File: config.mk
export PLATFORM = sky130hd
export DESIGN_NAME = pc_fetch_ctrl
export DESIGN_NICKNAME = d
export VERILOG_FILES = /design/src/rtl/pc_fetch_ctrl.sv
export SDC_FILE = /design/constraint.sdc
export NUM_CORES = 1
export LEC_CHECK = 0
export CAP_MARGIN = 20
export CORE_ASPECT_RATIO = 0.6
export CORE_UTILIZATION = 40
export CTS_CLUSTER_DIAMETER = 150
export DETAILED_ROUTE_END_ITERATION = 10
export PLACE_DENSITY = 0.78
export SKIP_CTS_REPAIR_TIMING = 1
export SYNTH_ARGS = -nofsm -noshare
export SYNTH_HDL_FRONTEND = slang
export SYNTH_SLANG_ARGS = --single-unit
File: constraint.sdc
create_clock -name i_clk -period 2.6 [get_ports i_clk]
set_clock_uncertainty 0.15 [all_clocks]
set_input_delay 0.65 -clock i_clk [delete_from_list [all_inputs] [get_ports i_clk]]
set_output_delay 0.65 -clock i_clk [all_outputs]
set_load 0.01 [all_outputs]
File: src/rtl/pc_fetch_ctrl.sv
// ---------------------------------------------------------------------------------------------
// pc_fetch_ctrl
//   Program-counter and fetch-control stage of the MIPS pipeline. Selects and registers the
//   next PC, generates the IF/ID flush and runs the debug fetch state machine
//   (idle / continuous / single-step / halted).
//
// Configuration macro:
//   PC_ALIGN_CHECK_EN  - when defined, a redirect to a target with bits[1:0] != 0 sets the
//                        sticky o_Misaligned flag, holds the PC and halts fetch. When undefined,
//                        low target bits are silently cleared and o_Misaligned is tied to 0.
//
// Ports:
//   i_clk, i_rst_n          clock (rising edge), asynchronous active-low reset
//   i_PCSrc, i_BranchAddr   taken branch and its target (highest priority, beats stall)
//   i_Jump, i_JumpAddr      J/JAL in ID and its target
//   i_JR, i_JRAddr          JR/JALR in ID and its register target
//   i_Stall                 hazard stall, hold PC
//   i_Halt                  HALT opcode fetched
//   i_DebugRun, i_DebugStep debug controls: level run, one-cycle step pulse
//   o_PC, o_PCPlus4         current PC and PC+4 (combinational)
//   o_Flush                 flush IF/ID (combinational, same cycle as redirect edge)
//   o_Halted, o_Running     state is HALTED / PC advances this cycle
//   o_CycleCount            saturating count of cycles with o_Running=1
//   o_Misaligned            sticky misaligned-redirect flag (0 unless PC_ALIGN_CHECK_EN)
// ---------------------------------------------------------------------------------------------
module pc_fetch_ctrl #(
    parameter int unsigned      NBITS    = 32,
    parameter logic [NBITS-1:0] RESET_PC = '0
) (
    input  logic             i_clk,
    input  logic             i_rst_n,
    input  logic             i_PCSrc,
    input  logic [NBITS-1:0] i_BranchAddr,
    input  logic             i_Jump,
    input  logic [NBITS-1:0] i_JumpAddr,
    input  logic             i_JR,
    input  logic [NBITS-1:0] i_JRAddr,
    input  logic             i_Stall,
    input  logic             i_Halt,
    input  logic             i_DebugRun,
    input  logic             i_DebugStep,
    output logic [NBITS-1:0] o_PC,
    output logic [NBITS-1:0] o_PCPlus4,
    output logic             o_Flush,
    output logic             o_Halted,
    output logic             o_Running,
    output logic [31:0]      o_CycleCount,
    output logic             o_Misaligned
);

    typedef enum logic [1:0] {StIdle, StRun, StStep, StHalted} state_e;

    state_e           state_q, state_d;
    logic [NBITS-1:0] pc_q, pc_d;
    logic [31:0]      cycle_q, cycle_d;

    logic             running;
    logic             redirect;
    logic             hold;
    logic [NBITS-1:0] target_raw;
    logic [NBITS-1:0] pc_plus4;
    logic             misaligned_hit;

    assign pc_plus4 = pc_q + NBITS'(4);
    assign running  = ((state_q == StRun) || (state_q == StStep)) && !i_Halt;

    // Next-PC source. A branch resolved for an older instruction beats a stall caused by a
    // younger one, so PCSrc is tested before Stall.
    always_comb begin
        redirect   = 1'b0;
        hold       = 1'b0;
        target_raw = '0;
        if (i_PCSrc) begin
            redirect   = 1'b1;
            target_raw = i_BranchAddr;
        end else if (i_Stall) begin
            hold = 1'b1;
        end else if (i_JR) begin
            redirect   = 1'b1;
            target_raw = i_JRAddr;
        end else if (i_Jump) begin
            redirect   = 1'b1;
            target_raw = i_JumpAddr;
        end
    end

`ifdef PC_ALIGN_CHECK_EN
    logic misaligned_q;

    assign misaligned_hit = running && redirect && (target_raw[1:0] != 2'b00);

    always_ff @(posedge i_clk or negedge i_rst_n) begin
        if (!i_rst_n) begin
            misaligned_q <= 1'b0;
        end else if (misaligned_hit) begin
            misaligned_q <= 1'b1;
        end
    end

    assign o_Misaligned = misaligned_q;
`else
    logic unused_target_low;

    assign unused_target_low = ^target_raw[1:0];
    assign misaligned_hit    = 1'b0;
    assign o_Misaligned      = 1'b0;
`endif

    always_comb begin
        pc_d = pc_q;
        if (running && !hold && !misaligned_hit) begin
            pc_d = redirect ? {target_raw[NBITS-1:2], 2'b00} : pc_plus4;
        end
    end

    always_comb begin
        cycle_d = cycle_q;
        if (running && (cycle_q != 32'hFFFF_FFFF)) begin
            cycle_d = cycle_q + 32'd1;
        end
    end

    always_comb begin
        state_d = state_q;
        unique case (state_q)
            StIdle: begin
                if (i_DebugRun) begin
                    state_d = StRun;
                end else if (i_DebugStep) begin
                    state_d = StStep;
                end
            end
            StRun: begin
                if (i_Halt || misaligned_hit) begin
                    state_d = StHalted;
                end else if (!i_DebugRun) begin
                    state_d = StIdle;
                end
            end
            StStep: begin
                state_d = (i_Halt || misaligned_hit) ? StHalted : StIdle;
            end
            StHalted: begin
                state_d = StHalted;
            end
            default: begin
                state_d = StIdle;
            end
        endcase
    end

    always_ff @(posedge i_clk or negedge i_rst_n) begin
        if (!i_rst_n) begin
            state_q <= StIdle;
            pc_q    <= RESET_PC;
            cycle_q <= '0;
        end else begin
            state_q <= state_d;
            pc_q    <= pc_d;
            cycle_q <= cycle_d;
        end
    end

    assign o_PC         = pc_q;
    assign o_PCPlus4    = pc_plus4;
    assign o_Flush      = running && redirect;
    assign o_Halted     = (state_q == StHalted);
    assign o_Running    = running;
    assign o_CycleCount = cycle_q;

endmodule

==> impl_metrics.tcl <==
set metrics [dict create \
    status "complete, but fails checks" \
    violations "design-rule violations, negative setup slack" \
    final-setup-viol-count 18 \
    fin_crit_sh_pct 111 \
    ys_types 61 \
    peakVddDrop_mv 0.507 \
    end_kind "output pin" \
    routed_via_density 5.70 \
    maxSlewViolCount 0 \
    synth_area_per_cell_um2 8.79 \
    synth_ff_type "dfrtp_1" \
    required_ns 1.80 \
    multi_input_comb_area_um2 2990 \
    drcViolationCount 13 \
    area.sequential_um2 1600 \
    clk_latency_ns 0.33 \
    worst_pin_slew_ns 1.07 \
    netlist_area_um2 4480 \
    synthCells 510 \
    cts.htree.levels 3 \
    numClockSinks 64 \
    antenna_cells 0 \
    root_buffer "clkbuf_16" \
    critPathBufInv 3 \
    globalRoute.totalOverflow 0 \
    post-place-ws_ns -0.493 \
    grt_use_total_pct 29.5 \
    synth.top_cell.area_share_pct 35.7 \
    ant_nets 0 \
    drtIter0Drc 380 \
    clkTransAtPathRegs_ns 0.06 \
    hpwl_mm 13.2 \
    layout.nets 917 \
    p_leak_nw 3.60 \
    die_width_um 139 \
    rsz0062_at_grt "yes" \
    path_cells "ha_4 -> nand4_1 -> nor3_2 -> buf_6 -> buf_12 -> nand3_4 -> xnor2_2 -> buf_2" \
    die_y_um 84.0 \
    finalHoldViolCount 0 \
    cts_max_path_buffers 2 \
    critPathMaxFanout 5 \
    ys_seq_elements 64 \
    final_layout_size_suffix_gt1_share_pct 28.0 \
    synth_edf_count 0 \
    core_um2 10700 \
    worstPathArrival_ns 2.09 \
    num-fill-cells 742 \
    vias 5411 \
    numCtsBuffers 9 \
    area_growth_pct 78.3 \
    fin_util_pct 74.4 \
    yosysMostFrequentCell "dfrtp_1" \
    drt_wl_total_mm 18.4 \
    fp-row-count 29 \
    port_buffers 193 \
    gp_congestion 0.988 \
    grt_start_max_net_pins 65 \
    die-area_um2 11600 \
    drt_first_pass_iters 8 \
    start_util_pct 41.7 \
    seq_area_frac_synth_pct 35.7 \
    period_needed_ns 2.89 \
    cp-start-kind "flop" \
    synth.largest_area_cell "dfrtp_1" \
    synth_warnings 0 \
    critPathKind "reg2out" \
    hp-class "in2async" \
    postLayoutSetupSlackWorst_ns -0.287 \
    synth_common_cells "64 x dfrtp_1, 58 x nand2_1, 34 x xnor2_1" \
    crit_path_top_delay_cell "dfrtp_1" \
    max_stage_delay_ns 0.40 \
    yosys-top-cells-area "dfrtp_1 36%, xnor2_1 6.6%, nand2_1 4.9%, xor2_1 4.7%, o21ai_0 3.6%" \
    asyncSetResetFlopFracSynth_pct 100 \
    io_pins 205 \
    wl_per_cell_um 19.4 \
    grt_pass1_vias 5105 \
    powerDensity_nw_per_um2 829 \
    drv_cap 0 \
    fmax_mhz 346 \
    grt_pass1_wl_mm 26.8 \
    crit_family "simple AND/OR/NAND/NOR gates" \
    cts_tree "yes" \
    slew_headroom_pct 28.6 \
    antenna_found_initial 0 \
]
## area by class of cell
type                       instances  area share [%]
tap                              139            2.18
clock buffer                      12            3.21
timing repair buffer             313            35.4
inverter                          16           0.751
clock inverter                     4           0.955
sequential                        64            20.1
multi-input combinational        402            37.4
## worst register-to-register path: cells and delay by family (launching register included)
kind,cells,cell delay [ns]
xor gates and xnor gates,1,0.20
adders and majority gates,1,0.35
buffers and inverters,2,0.24
DFF,1,0.35
and+or+nand+nor,4,0.95
## sequential cells by signal, indices dropped and copies added, names as in the netlist
name	cells
state_q	2
o_CycleCount	32
o_PC	30
## metal layers
metal | track usage [%] | part of all wire (%)
met1 | 38.0 | 42
met3 | 7.97 | 7.7
met4 | 10.2 | 2.2
met5 | 0 | 0
met2 | 48.0 | 48
## power by group
group	switching [mW]	leakage [nW]	internal [mW]
clock	0.462	0.159	0.894
sequential	0.293	0.826	1.28
combinational	1.79	2.62	1.91
total	2.54	3.60	4.08
## final timing paths
kind / start / end / slack [ns] / cells past startpoint
worst max-delay path: o_PC[2] / o_PCPlus4[28] / -0.29 / 8
worst min-delay path: i_rst_n / o_CycleCount[17] / 0.19 / 2
worst max register to register: state_q[0] / o_CycleCount[19] / 0.28 / 8
max in group asynchronous: i_rst_n / o_PC[6] / 1.82 / 2
worst min register to register: o_CycleCount[14] / o_CycleCount[14] / 0.37 / 1
min in group i_clk: o_CycleCount[14] / o_CycleCount[14] / 0.37 / 1
## per-stage QoR
step                      cells  TNS, ns  hold WS [ns]  total power [mW]  instance area [µm²]
after floorplan             514        0         0.204              3.00                 4500
after global placement      918    -5.89         0.349              4.96                 7250
after detailed placement    918    -8.43         0.360              5.05                 7250
after CTS                   934   -13.36         0.199              6.44                 7580
after global routing        950    -3.39         0.212              6.92                 7990
final                       950    -2.27         0.189              6.62                 7990
## logic make-up after synthesis
kind of cell,Yosys count,synth area share (%)
mux,5,1.14
flops,64,35.7
other cells,1,0.0836
buf+inv,48,5.22
fa+ha+maj,6,1.67
simple gates,188,23.0
compound gates,140,21.9
xor+xnor,58,11.3
## cell usage in the layout, fill, tap and decap left out, drive strengths merged, types with 23 or more instances in the layout
cell type,Yosys,routed
buf,15,140
xnor2,34,34
dfrtp,64,64
nand2,59,59
clkdlybuf4s50,0,159
xor2,24,24
nand3,28,28
a21oi,23,23
o21ai,33,33
nor2,24,24
Note: power is estimated with default switching activity, not from simulation.
